--- src/rtl/render_sched_pkg.sv ---
// Purpose: shared types and constants for the render frame scheduler.
// Latency: n/a (declarations only).
// Backpressure: n/a.
package render_sched_pkg;

    // Scheduler FSM states.
    typedef enum logic [2:0] {
        ST_IDLE      = 3'd0,
        ST_WAIT_SYNC = 3'd1,
        ST_START     = 3'd2,
        ST_RENDER    = 3'd3,
        ST_SWAP      = 3'd4
    } sched_state_t;

    // A pose is nine signed Q16.16 components packed as
    // {ori xyz, forward xyz, up xyz}, ori x in the most significant slot.
    localparam int POSE_COMPONENTS = 9;
    localparam int POSE_AXES       = 3;

    // Group index of each vector inside the packed pose.
    localparam int POSE_IDX_UP  = 0;
    localparam int POSE_IDX_FWD = 1;
    localparam int POSE_IDX_ORI = 2;

    // Dropped-strobe counter saturation value.
    localparam logic [7:0] DROP_MAX = 8'hFF;

    // LSB of one component in the packed pose.
    // group: POSE_IDX_*, axis: 0 = x, 1 = y, 2 = z (x sits highest in its group).
    function automatic int pose_comp_lsb(input int group, input int axis, input int w);
        return (group * POSE_AXES + (POSE_AXES - 1 - axis)) * w;
    endfunction

endpackage

--- src/rtl/render_watchdog.sv ---
// Purpose: frame watchdog, counts RENDER cycles and flags expiry at TIMEOUT_CYCLES-1.
// Latency: count registered; expire is a decode of the current count (same cycle).
// Backpressure: none; holds at the last value once expired until cleared.
// Ports: clk/rst_n (async active-low), clear (zero count), enable (count up),
//        expire (count == TIMEOUT_CYCLES-1).
module render_watchdog #(
    parameter int TIMEOUT_CYCLES = 2_000_000
) (
    input  logic clk,
    input  logic rst_n,
    input  logic clear,
    input  logic enable,
    output logic expire
);

    localparam int CNT_W = (TIMEOUT_CYCLES > 2) ? $clog2(TIMEOUT_CYCLES) : 1;
    localparam logic [CNT_W-1:0] LAST = CNT_W'(TIMEOUT_CYCLES - 1);

    logic [CNT_W-1:0] count;

    // Clear has priority so a START cycle always restarts from zero.
    // The count parks at LAST so a stalled scheduler never wraps into a
    // false "fresh" window.
    always_ff @(posedge clk or negedge rst_n) begin
        if (!rst_n) begin
            count <= '0;
        end else if (clear) begin
            count <= '0;
        end else if (enable && (count != LAST)) begin
            count <= count + 1'b1;
        end
    end

    assign expire = (count == LAST);

endmodule

--- src/rtl/render_frame_scheduler.sv ---
// Purpose: sequences lockstep renderers per frame: vsync-gated start, shared pose latch,
//          done collection, display buffer flip, dropped-strobe and hung-frame flags.
// Latency: strobe at n -> start_out/pose_out at n+1; last done at m -> SWAP at m+1,
//          buffer_sel_out/frame_count_out at m+2. All outputs registered.
// Backpressure: none; strobes arriving while busy are counted as dropped, never queued.
// Ports: clk_in/rst_in (async active-low), enable_in, new_frame_in, done_in[NUM_RENDERERS],
//        pose_in -> start_out, pose_out, buffer_sel_out, busy_out, frame_count_out,
//        dropped_count_out, timeout_out.
module render_frame_scheduler
    import render_sched_pkg::*;
#(
    parameter int NUM_RENDERERS  = 2,
    parameter int POSE_W         = 32,
    parameter int TIMEOUT_CYCLES = 2_000_000,
    parameter int VSYNC_LOCK     = 1
) (
    input  logic                              clk_in,
    input  logic                              rst_in,
    input  logic                              enable_in,
    input  logic                              new_frame_in,
    input  logic [NUM_RENDERERS-1:0]          done_in,
    input  logic [POSE_COMPONENTS*POSE_W-1:0] pose_in,
    output logic                              start_out,
    output logic [POSE_COMPONENTS*POSE_W-1:0] pose_out,
    output logic                              buffer_sel_out,
    output logic                              busy_out,
    output logic [15:0]                       frame_count_out,
    output logic [7:0]                        dropped_count_out,
    output logic                              timeout_out
);

    localparam bit FREE_RUN = (VSYNC_LOCK == 0);

    sched_state_t              state;
    logic [NUM_RENDERERS-1:0]  done_seen;
    logic [NUM_RENDERERS-1:0]  done_next;
    logic                      all_done;
    logic                      wd_clear;
    logic                      wd_enable;
    logic                      wd_expire;
    logic                      in_frame;

    // Done flags accumulate so pulses are captured and levels simply hold.
    assign done_next = done_seen | done_in;
    assign all_done  = &done_next;

    // Watchdog is zeroed in START and advances once per RENDER cycle.
    assign wd_clear  = (state == ST_START);
    assign wd_enable = (state == ST_RENDER);

    // Strobes arriving here cannot start a frame and are counted as dropped.
    assign in_frame = (state == ST_START) || (state == ST_RENDER) || (state == ST_SWAP);

    render_watchdog #(
        .TIMEOUT_CYCLES(TIMEOUT_CYCLES)
    ) u_watchdog (
        .clk    (clk_in),
        .rst_n  (rst_in),
        .clear  (wd_clear),
        .enable (wd_enable),
        .expire (wd_expire)
    );

    // Scheduler FSM. Outputs are assigned on the transition edge so that
    // they are valid during the state they describe (start_out in START,
    // busy_out over START..RENDER).
    always_ff @(posedge clk_in or negedge rst_in) begin
        if (!rst_in) begin
            state           <= ST_IDLE;
            done_seen       <= '0;
            start_out       <= 1'b0;
            pose_out        <= '0;
            buffer_sel_out  <= 1'b0;
            busy_out        <= 1'b0;
            frame_count_out <= '0;
            timeout_out     <= 1'b0;
        end else begin
            start_out <= 1'b0;

            case (state)
                ST_IDLE: begin
                    if (enable_in) begin
                        state <= ST_WAIT_SYNC;
                    end
                end

                ST_WAIT_SYNC: begin
                    // Dropping enable while waiting parks immediately; no frame is in flight.
                    if (!enable_in) begin
                        state <= ST_IDLE;
                    end else if (FREE_RUN || new_frame_in) begin
                        state     <= ST_START;
                        start_out <= 1'b1;
                        busy_out  <= 1'b1;
                        pose_out  <= pose_in;
                    end
                end

                ST_START: begin
                    // done_in is deliberately not sampled here: a level still
                    // high from the previous frame must not complete this one.
                    state     <= ST_RENDER;
                    done_seen <= '0;
                end

                ST_RENDER: begin
                    done_seen <= done_next;
                    // Completion is tested before the watchdog so a frame that
                    // finishes on the expiry cycle still counts.
                    if (all_done) begin
                        state    <= ST_SWAP;
                        busy_out <= 1'b0;
                    end else if (wd_expire) begin
                        state       <= ST_WAIT_SYNC;
                        busy_out    <= 1'b0;
                        timeout_out <= 1'b1;
                    end
                end

                ST_SWAP: begin
                    buffer_sel_out  <= ~buffer_sel_out;
                    frame_count_out <= frame_count_out + 16'd1;
                    if (!enable_in) begin
                        state <= ST_IDLE;
                    end else if (FREE_RUN) begin
                        state     <= ST_START;
                        start_out <= 1'b1;
                        busy_out  <= 1'b1;
                        pose_out  <= pose_in;
                    end else begin
                        state <= ST_WAIT_SYNC;
                    end
                end

                default: begin
                    state    <= ST_IDLE;
                    busy_out <= 1'b0;
                end
            endcase
        end
    end

    // Saturating count of frame strobes that landed while a frame was in flight.
    always_ff @(posedge clk_in or negedge rst_in) begin
        if (!rst_in) begin
            dropped_count_out <= '0;
        end else if (new_frame_in && in_frame && (dropped_count_out != DROP_MAX)) begin
            dropped_count_out <= dropped_count_out + 8'd1;
        end
    end

endmodule

--- config.mk ---
export PLATFORM = sky130hd
export DESIGN_NAME = render_frame_scheduler
export DESIGN_NICKNAME = d
export VERILOG_FILES = /design/src/rtl/render_sched_pkg.sv /design/src/rtl/render_watchdog.sv /design/src/rtl/render_frame_scheduler.sv
export SDC_FILE = /design/constraint.sdc
export NUM_CORES = 1
export LEC_CHECK = 0
export ABC_CLOCK_PERIOD_IN_PS = 2100
export BUFFER_PORTS_ARGS = -buffer_cell sky130_fd_sc_hd__buf_2
export CAP_MARGIN = 20
export CORE_AREA = 5 5 180 313
export DETAILED_ROUTE_END_ITERATION = 10
export DIE_AREA = 0 0 185 318
export MAX_ROUTING_LAYER = met4
export PLACE_DENSITY = 0.52
export SKIP_LAST_GASP = 1
export SYNTH_ARGS = -nofsm -noshare
export SYNTH_HDL_FRONTEND = slang
export SYNTH_SLANG_ARGS = --single-unit
--- constraint.sdc ---
create_clock -name clk_in -period 2.1 [get_ports clk_in]
set_input_delay 0 -clock clk_in [delete_from_list [all_inputs] [get_ports clk_in]]
set_output_delay 0 -clock clk_in [all_outputs]
set_load 0.01 [all_outputs]
==> results.md, run 1 <==
- The run finished with clean final reports.
- The H-tree generated during clock tree synthesis spans 2 levels.
- The final standard cell count with taps included and fillers excluded is 2507.
- During synthesis, Yosys emitted a total of 0 warnings.
- The latest clock arrival within the worst-skew pair is 520 ps.
- For flop-to-flop paths, the worst setup slack is 160 ps.
- On the critical path the largest part of the delay comes from simple AND/OR/NAND/NOR gates.
- The longest clock path from root to sink contains 3 buffers.
- The worst slew margin relative to its limit is 58.8%.
- Entering global routing, the biggest net connects 66 pins.
- Setup repair after global routing left no endpoint under its margin.
- The total power of the final layout is 27.4 mW.
- The global routing usage summed across all routing layers is 14.8%.
- The synthesized cell area is about 13000 sq um.
- For this run, the slowest stage of the critical path takes between 300 and 400 ps.
- Counting flops with an async set or reset pin after synthesis yields a share of 100%.
- The placement row count is 113.
- The critical path class is flop to flop.
- The combined buffer and inverter count along the critical path is 2.
- The aggregate global routing overflow is 0.
- The fraction of layout cells with a size suffix above 1 is 46.9%.
- The shortest period the worst path allows is 1940 ps.
- The number of CTS-inserted buffers is 35.
- The synthesized net count is 1153.
- The critical path data required time is 2500 ps.
- The congestion estimate from routability-driven global placement came to between 0.8 and 0.9.
- The register area share after synthesis is 64.8%.
- TritonCTS built the clock tree.
- The count of final hold-check violations was 0.
- The post-route clock period utilization is 92.6%.
- After detailed placement, the total cell area comes to 17300 sq um.
- The library cell contributing the largest single delay on the critical path is dfrtp_1.
- The die covers 58800 sq um.
- The initial antenna violation count is 1.
- The die is 318 microns tall.
- The worst IR drop on VDD is 0.773 mV.
- The core region is 53700 sq um.
- The final wirelength is 44.0 mm.
- Buffers placed on the I/O ports in this run total 609.
- The via count of the routed design is 10700.
- Counting flops and latches in the post-synthesis netlist gives 342.
- Counting flops with a built-in enable in the synthesized netlist gives 0.
- The average instance in the mapped netlist occupies 15.4 sq um.
- Detailed placement finished with a half-perimeter wire length of 32.5 mm.
- The die is 185 microns wide.
- For the pin with the worst max-slew slack, the measured transition is 610 ps.
- The starting density of the core is 24.6%.
- The startpoint kind of the worst setup timing path is a flop.
- Traced cell by cell, the critical path runs through nor2b_1 -> and4b_4 -> buf_12 -> buf_12 -> mux2_2.
- The total I/O pin count is 610.
- The first global-routing pass estimated 67.5 mm of wire.
- For this design the ratio of total power to cell area is 1280 nW/um^2.
- After detailed placement, the design holds a cell count of 2152.
- The number of max-cap violations is 0.
- The post-route setup TNS is 0 ps.
- The instance count of the mapped netlist is 856.
- Counting distinct cell types in the post-synthesis netlist gives 44.
- The worst setup path is captured at a flop.
- The worst-case hold slack is 74.2 ps.
- The max-slew violation count was 0.
- The sink count of the clock tree is 342.
- The post-detailed-route via-to-cell ratio is 4.26.
- The most used flip-flop cell after synthesis is dfrtp_1.
- The net count of the finished layout is approximately 2100.
- The detail route stage leaves a number of antenna-violating nets equal to 0.
- The total DRC errors in the routed layout is 0.
- The number of optimization iterations in the first detailed-route pass is 4.
- The clock input transition at the sequential cells of the worst setup and hold paths is 60 ps.
- Counting stages on the worst path, the most repeated cell is buf_12.
- Once layout is done, the placed cells without fillers occupy ~21000 sq um.
- The arrival time at the worst endpoint is 2350 ps.
- The path class of the tightest hold or removal check is input pin to async pin.
- The top fanout value on the critical path is 36.
- After the first detailed-routing iteration, the DRC count stood at around 270.
- The count of filler cells inserted in the layout is 5091.
- From synthesis to final layout, the design area changed by 62.4%.
- The count of final setup violators is 0.
- Across the routed clock network, the largest skew measured is 6.49 ps.
- The total leakage power is 10.2 nW.
- The routed wire length per instance is around 18 microns.
- Clock tree synthesis selected as its root buffer the cell clkbuf_16.
- The number of global-route vias before repair is 11900.
- The maximum clock frequency is 514 MHz.
[path summary, 6_finish.rpt]
path	startpoint	to	cells after the start
worst min register to register	busy_out	busy_out	1
worst max register to register	state[1]	pose_out[29]	5
max in group asynchronous	rst_in	pose_out[243]	3
min in group clk_in	pose_in[172]	pose_out[172]	3
worst min-delay path	rst_in	pose_out[31]	2
worst max-delay path	state[1]	pose_out[29]	5
[state kept, by name, summed over array words and instances, names as in the netlist, 2 cells and up]
register / count
dropped_count_out: 8
u_watchdog.count: 21
done_seen: 2
state: 3
pose_out: 288
frame_count_out: 16
[synth_stat cells (5+ instances only)]
master | count | area, sq um
nand3_1 | 18 | 90.1
nand4_1 | 13 | 81.3
inv_1 | 5 | 18.8
buf_2 | 27 | 135
nand2_1 | 20 | 75.1
mux2_2 | 144 | 1620
buf_4 | 10 | 75.1
nor2_1 | 24 | 90.1
dfrtp_1 | 342 | 8560
a21oi_1 | 5 | 25.0
and3_1 | 7 | 43.8
nor3_1 | 6 | 30.0
xor2_1 | 18 | 158
xnor2_1 | 18 | 158
and4_1 | 7 | 61.3
mux2_1 | 145 | 1630
[per-stage QoR]
stage	worst slack, ps	utilization, %
2_1_floorplan	238	-
3_3_place_gp	190	32.3
3_5_place_dp	160	32.3
4_1_cts	137	39.9
5_1_grt	41.5	39.9
6_report	155	39.9
[cell usage in the layout, fill, tap and decap left out, drive strengths merged, types with 2 or more instances in the layout]
cell and instances:
nand2 20, bufinv 3, nor4 4, nor2b 4
o211ai 2, xnor2 18, inv 6, clkinvlp 4
nor2 24, and4 7, mux2 289, xor2 18
clkbuf 50, clkinv 4, nand4 13, or3 2
a21oi 5, dfrtp 342, ha 3, nor3 7
dlygate4sd3 293, nand3 18, o21ai 8, o221ai 2
buf 645, o22ai 3, nor4bb 2, and3 7
[area by class of cell]
class / count / area, sq um / share of cell area, %
flip-flops and latches: 342 / 8560 / 39.9
diodes: 1 / 2.50 / 0.0117
multi-input cells: 469 / 4420 / 20.6
repair buffers: 938 / 6410 / 29.9
clock inverters: 11 / 140 / 0.653
inverters: 6 / 22.5 / 0.105
clock buffers: 50 / 1030 / 4.82
well taps: 690 / 863 / 4.02
[power by group]
part	internal, mW	leakage (nW)	switching (mW)
logic	4.93	5.52	4.90
registers	9.57	4.16	1.59
clock network	3.80	0.566	2.63
[kinds of logic after synthesis]
logic type,share of synthesized area [%]
DFF,64.8
muxes,24.6
and+or+nand+nor,4.78
buffers and inverters,1.82
xor gates and xnor gates,2.39
AOI/OAI and AO/OA,1.25
adders and majority gates,0.360
[timing repair]
item                                    CTS  global route
gates resized for setup                   0             1
endpoints found under the setup margin    0             1
endpoints found under the hold margin   642             0
buffers inserted                          0             0
hold buffers                            293             0
[metal layers]
metal	GRT usage, %	wire, microns	vias up
met5	-	0	-
met4	6.48	1850	0
met3	2.93	3060	100
met2	27.1	23400	429
met1	15.1	15700	5233
li1	-	-	4921
(Power assumes the default switching activity.)
==> run 2: changes to the inputs <==
Settings changed: ABC_CLOCK_PERIOD_IN_PS 2100 to 1800.
Clock period 2.1 ns to 1.8 ns, I/O delays scaled along.
==> run 2 against run 1 <==
Largest cell class unchanged. Worst hold slack worse by 19 ps. Power up 16%. Count of clock-buffer cells in the layout down 1. Clock skew up 2.3 ps. Via count up 1.3%. Critical path depth up 2. Utilization up 0.48 points. Clock power up 8.7%. Flip-flop and latch count unchanged. Register-to-register slack worse by 130 ps.
==> results.md, run 2 (synthesized netlist as in run 1, its figures left out) <==
- The sink count of the clock tree is 342 (unchanged).
- The vertical die dimension is 318 microns (unchanged).
- The count of final hold-check violations is 0 (unchanged).
- The chip width was 185 microns (unchanged).
- The worst IR drop on VDD is 0.893 mV (+16%).
- The measured slew at the worst slew-check pin was 596 ps (-14.0 ps).
- The fraction of layout cells with a size suffix above 1 came to 48.1% (+1.2 points).
- The number of global-route vias before repair was 11900 (-0.31%).
- The total power per unit cell area is 1460 nW/um^2 (+14%).
- The count of buffers from port buffering is 609 (unchanged).
- The latest clock arrival within the worst-skew pair is 520 ps (about the same).
- The layout overhead on the synthesized area is 64.3%.
- The combined buffer and inverter count along the critical path is 2 (unchanged).
- The clock root buffer master is clkbuf_16.
- The total I/O pin count is 610 (unchanged).
- The placer congestion estimate is 0.814 (-0.91%).
- The most common cell after layout, fill and taps aside is buf_2.
- The total power of the final layout is 31.7 mW (+16%).
- The largest registers in the layout are pose_out x288, u_watchdog.count x21, frame_count_out x16.
- The post-route standard cell area excluding fillers is 21700 sq um (+1.2%).
- The setup slack of the most critical reg-to-reg path came to 30 ps (-130 ps).
- The total placed cells including tap cells came to 2192 (+1.9%).
- The post-detailed-route via-to-cell ratio is 4.25 (-0.18%).
- The worst setup path is of the flop to flop kind.
- The worst setup path is captured at a flop.
- Setup repair after global routing could not meet its margin everywhere.
- The top cell types in the final layout, fill and taps aside, are buf_2, dfrtp_1, dlygate4sd3_1.
- The final standard cell count with taps included and fillers excluded was 2543 (+1.4%).
- The placement row count was 113 (unchanged).
- The library cell contributing the largest single delay on the critical path is dfrtp_1.
- On the critical path the largest part of the delay comes from simple AND/OR/NAND/NOR gates.
- The number of flip-flops under the largest register name is 288 (unchanged).
- The startpoint of the worst-slack reg-to-reg timing path is u_watchdog.count[16].
- The minimum setup slack in the final design is 27.6 ps (-128 ps).
- The maximum clock frequency is 564 MHz (+9.7%).
- The routed wire length per instance is 17.3 microns (-1.1%).
- The count of final setup violators came to 0 (unchanged).
- The critical path data required time is 2210 ps (-290 ps).
- The worst-case reg-to-reg path depth is 7 (+2).
- The utilization after layout came to 40.4% (+0.48 points).
- The post-place instance area came to 17700 sq um (+1.9%).
- The top fanout value on the critical path is 6 (-83%).
- The largest net degree at the start of global routing is 61 (-7.6%).
- The number of CTS-inserted buffers came to 34 (-2.9%).
- The post-route setup TNS is 0 ps (unchanged).
- The worst slew margin relative to its limit came to 60.3% (+1.5 points).
- The worst setup path is launched from a flop.
- The via count of the routed design is 10800 (+1.3%).
- The flow ran to the end, and the final reports show no timing, DRC or antenna violations.
- The number of optimization iterations in the first detailed-route pass is 4 (unchanged).
- The total leakage power is 10.4 nW (+1.7%).
- The min-delay analysis places its worst path in the category input pin to async pin.
- The global routing usage summed across all routing layers came to 14.8% (-0.048 points).
- The DRC violation total after the first TritonRoute iteration is 294 (+11%).
- The clock input transition at the sequential cells of the worst setup and hold paths is 70 ps (about the same).
- The worst-case hold slack is 55.5 ps (-18.8 ps).
- The final worst clock skew is 8.76 ps (+2.27 ps).
- The maximum clock path buffer count was 3 (unchanged).
- The initial antenna violation count is 0 (-1).
- The arrival time at the worst endpoint was 2180 ps (-170 ps).
- TritonCTS built the clock tree.
- The total setup buffers inserted after CTS is 0 (unchanged).
- The residual antenna-violating net count after detailed routing came to 0 (unchanged).
- The final layout net count is 2127 (+1.8%).
- The aggregate global routing overflow came to 0 (unchanged).
- The register with the highest flop count is pose_out.
- The half-perimeter wire length of the detailed placement result is 32.7 mm (+0.63%).
- The H-tree depth reported by CTS came to 2 (unchanged).
- The total DRC errors in the routed layout was 0 (unchanged).
- The global-route wire length before repair is 67.2 mm (-0.47%).
- The starting density of the core was 24.6% (unchanged).
- The number of max-cap violations was 0 (unchanged).
- In this run the critical register-to-register path is captured at u_watchdog.count[7].
- The die footprint is 58800 sq um (unchanged).
- The standard cell core area came to 53700 sq um (unchanged).
- The worst slack after detailed placement was 2.05 ps (-158 ps).
- The highest cell delay on the worst timing path was 400 ps (+20 ps).
- The final wirelength is 44.1 mm (+0.29%).
- The count of cell instances traversed by the critical path came to 7 (+2).
- The post-route clock period utilization is 98.5% (+5.9 points).
- The shortest period the worst path allows is 1770 ps (-172 ps).
- The signal on the critical path passes through nor4bb_1 -> buf_4 -> nand4_1 -> buf_6 -> o211ai_1 -> xor2_1 -> nor2_1.
- The max-slew violation count is 0 (unchanged).
[run 2: timing repair]
action,4_1_cts,5_1_grt
hold buffers,292,0
pin swaps,0,0
resized for setup,3,4
hold endpoints to repair,642,0
endpoints found under the setup margin,3,5
gates cloned,0,0
[run 2: area by class of cell]
type | instances | area (sq um)
fillers | 5019 | 32000
flip-flops and latches | 342 | 8560
repair buffers | 977 | 6730
multi-input cells | 469 | 4450
clock buffers | 49 | 1000
well taps | 690 | 863
clock inverters | 9 | 78.8
inverters | 6 | 22.5
diodes | 1 | 2.50
[run 2: layer usage]
| metal | wire length (microns) | part of all wire [%] | track usage [%] | up-vias |
|---|---|---|---|---|
| met5 | 0 | 0 | - | - |
| li1 | - | - | - | 4975 |
| met1 | 15900 | 36 | 15.5 | 5293 |
| met2 | 23600 | 53 | 27.0 | 456 |
| met4 | 1730 | 3.9 | 5.99 | 0 |
| met3 | 2890 | 6.6 | 2.60 | 93 |
[run 2: worst max-delay path by stage]
stage                                    start                  end  slack [ps]
after floorplan                       state[1]        pose_out[103]          30
after global placement     u_watchdog.count[8]  u_watchdog.count[7]         -50
after detailed placement   u_watchdog.count[8]  u_watchdog.count[7]           2
after CTS                 u_watchdog.count[16]  u_watchdog.count[7]          30
after global routing      u_watchdog.count[16]  u_watchdog.count[7]         -80
final                     u_watchdog.count[16]  u_watchdog.count[7]          30
[run 2: power breakdown]
group          switching [mW]  total [mW]  internal [mW]
logic                    5.77        11.7           5.89
registers                1.91        13.1           11.2
clock network            2.98        6.99           4.02
==> run 3: changes to the inputs <==
Settings changed: CTS_BUF_LIST from default to sky130_fd_sc_hd__clkbuf_8 sky130_fd_sc_hd__clkbuf_16.
==> run 3 against run 2 <==
First-iteration DRC count shrank 6.8%. Sequential power is essentially flat. Sequential share of layout area is the same. Utilization is the same. Critical path depth is the same. Power shrank 0.16%. Setup slack gained 3.0 ps. Largest cell class unchanged. Largest power group unchanged.
==> results.md, run 3 (synthesized netlist as in run 1, its figures left out) <==
- Leaving out fill and tap cells, the most frequent cells in the layout are buf_2, dfrtp_1, dlygate4sd3_1.
- The final wirelength was 44.1 mm (about the same).
- The final worst clock skew is 8.82 ps (+0.0611 ps).
- The fraction of layout cells with a size suffix above 1 came to 48.1% (unchanged).
- The vertical die dimension is 318 microns (unchanged).
- The total power of the final layout is 31.7 mW (-0.16%).
- The TritonCTS clock tree is built.
- The arrival time at the worst endpoint came to 2180 ps (about the same).
- The starting density of the core is 24.6% (unchanged).
- The largest net degree at the start of global routing is 61 (unchanged).
- The path class of the tightest hold or removal check is input pin to async pin.
- The worst setup path is launched from a flop.
- The measured slew at the worst slew-check pin is 596 ps (-0.00376 ps).
- The max-slew violation count is 0 (unchanged).
- The clock root buffer master is clkbuf_16.
- The layout overhead on the synthesized area is 64.3% (unchanged).
- The worst slew margin relative to its limit came to 60.3% (about the same).
- The most common cell after layout, fill and taps aside is buf_2.
- The global routing usage summed across all routing layers is 14.8% (unchanged).
- The total setup buffers inserted after CTS is 0 (unchanged).
- The final layout net count is 2127 (unchanged).
- The chip width came to 185 microns (unchanged).
- The post-route clock period utilization is 98.3% (-0.17 points).
- The shortest period the worst path allows came to 1770 ps (-3.03 ps).
- The combinational share of power is 36.8% (about the same).
- The fraction of power spent switching nets is 33.6% (+0.057 points).
- The largest registers in the layout are pose_out x288, u_watchdog.count x21, frame_count_out x16.
- The number of max-cap violations came to 0 (unchanged).
- The placer congestion estimate was 0.814 (unchanged).
- The clock input transition at the sequential cells of the worst setup and hold paths was 70 ps (about the same).
- The number of CTS-inserted buffers was 34 (unchanged).
- The half-perimeter wire length of the detailed placement result is 32.7 mm (unchanged).
- The routed wire length per instance was 17.3 microns (about the same).
- The latest clock arrival within the worst-skew pair was 520 ps (about the same).
- The maximum clock frequency is 565 MHz (+0.17%).
- The net switching power was 10.7 mW (about the same).
- The global-route wire length before repair is 67.2 mm (about the same).
- The top fanout value on the critical path is 6 (unchanged).
- The sink count of the clock tree is 342 (unchanged).
- The worst IR drop on VDD is 0.893 mV (about the same).
- The maximum clock path buffer count is 3 (unchanged).
- The standard cell core area came to 53700 sq um (unchanged).
- The critical path class is flop to flop.
- The register with the highest flop count is pose_out.
- The H-tree depth reported by CTS is 2 (unchanged).
- The number of flip-flops under the largest register name came to 288 (unchanged).
- The total power per unit cell area is 1460 nW/um^2 (-0.16%).
- The placement row count is 113 (unchanged).
- The total I/O pin count is 610 (unchanged).
- The post-detailed-route via-to-cell ratio came to 4.27 (+0.38%).
- The run finished with clean final reports.
- The die footprint was 58800 sq um (unchanged).
- The worst-case hold slack is 54.2 ps (-1.29 ps).
- The residual antenna-violating net count after detailed routing came to 0 (unchanged).
- The via count of the routed design is 10900 (+0.38%).
- The total DRC errors in the routed layout is 0 (unchanged).
- STA classifies the critical path endpoint as a flop.
- The aggregate global routing overflow came to 0 (unchanged).
- The DRC violation total after the first TritonRoute iteration came to 274 (-6.8%).
- The count of buffers from port buffering is 609 (unchanged).
- The number of global-route vias before repair came to 11900 (+0.017%).
- The count of final setup violators is 0 (unchanged).
- The internal power is 21.0 mW (-0.24%).
- The critical path data required time was 2210 ps (about the same).
- The initial antenna violation count was 0 (unchanged).
- Setup repair after global routing could not meet its margin everywhere.
- The total leakage power came to 10.5 nW (+0.36%).
- The proportion of power drawn by flip-flops and latches is 41.3% (about the same).
- The power share of the clock group is 21.9% (about the same).
- The count of final hold-check violations is 0 (unchanged).
- The number of optimization iterations in the first detailed-route pass is 4 (unchanged).
==> run 3: cell types whose count changed in the layout (fill, tap and decap cells not counted), sizes merged <==
cell    previous run  this run
clkbuf            49        40
inv                6        15
==> run 3: final timing paths <==
kind                            slack, ps                  from  cells after the start                   to
worst max register to register         30  u_watchdog.count[16]                      7  u_watchdog.count[7]
min in group clk_in                   140             enable_in                      5             state[0]
max in group asynchronous            1010                rst_in                      3        pose_out[278]
worst min register to register        470   frame_count_out[15]                      1  frame_count_out[15]
worst max-delay path                   30  u_watchdog.count[16]                      7  u_watchdog.count[7]
worst min-delay path                   50                rst_in                      2        pose_out[118]
==> run 3: area by class of cell <==
type                    instances  area, sq um
well taps                     690          863
diodes                          1         2.50
multi-input cells             469         4450
repair buffers                977         6730
clock buffers                  40          967
clock inverters                18          113
inverters                       6         22.5
fillers                      5019        32000
flip-flops and latches        342         8560
==> run 3: stage by stage <==
step / setup TNS [ps] / setup WS [ps] / util, % / std cells / area (sq um)
2_1_floorplan: 0 / 31.9 / - / 856 / 13200
3_3_place_gp: -57.5 / -51.8 / 32.9 / 2192 / 17700
3_5_place_dp: 0 / 2.05 / 32.9 / 2192 / 17700
4_1_cts: 0 / 33.7 / 40.4 / 2542 / 21700
5_1_grt: -146 / -81.5 / 40.4 / 2542 / 21700
6_report: 0 / 30.7 / 40.4 / 2543 / 21700
==> run 3: power groups by stage <==
| stage | registers (mW) | logic (mW) | clock network (mW) |
|---|---|---|---|
| 2_1_floorplan | 14.6 | 3.82 | 0 |
| 6_report | 13.1 | 11.7 | 6.94 |
| 4_1_cts | 13.1 | 11.9 | 7.27 |
| 3_5_place_dp | 13.2 | 11.3 | 0 |
| 3_3_place_gp | 13.1 | 11.1 | 0 |
| 5_1_grt | 13.5 | 12.6 | 7.57 |
==> run 3: per-layer routing <==
| metal | vias to the layer above | share of wire [%] | track usage [%] | wire length, microns |
|---|---|---|---|---|
| li1 | 4975 | - | - | - |
| met1 | 5330 | 36 | 15.5 | 15900 |
| met2 | 459 | 54 | 27.0 | 23600 |
| met3 | 94 | 6.5 | 2.60 | 2860 |
| met4 | 0 | 3.9 | 5.99 | 1730 |
| met5 | - | 0 | - | 0 |
==> run 3: what timing repair did <==
action,in CTS,in global routing
pin swaps,0,0
gates resized for setup,3,4
setup endpoints to repair,3,5
gates cloned,0,0
hold endpoints to repair,642,0
hold buffers,292,0
==> run 3: worst max-delay path: stages, from the launching register on <==
cell,delay [ps]
dfrtp_1,400
nor4bb_1,350
buf_4,180
nand4_1,150
buf_6,180
o211ai_1,180
xor2_1,170
nor2_1,50
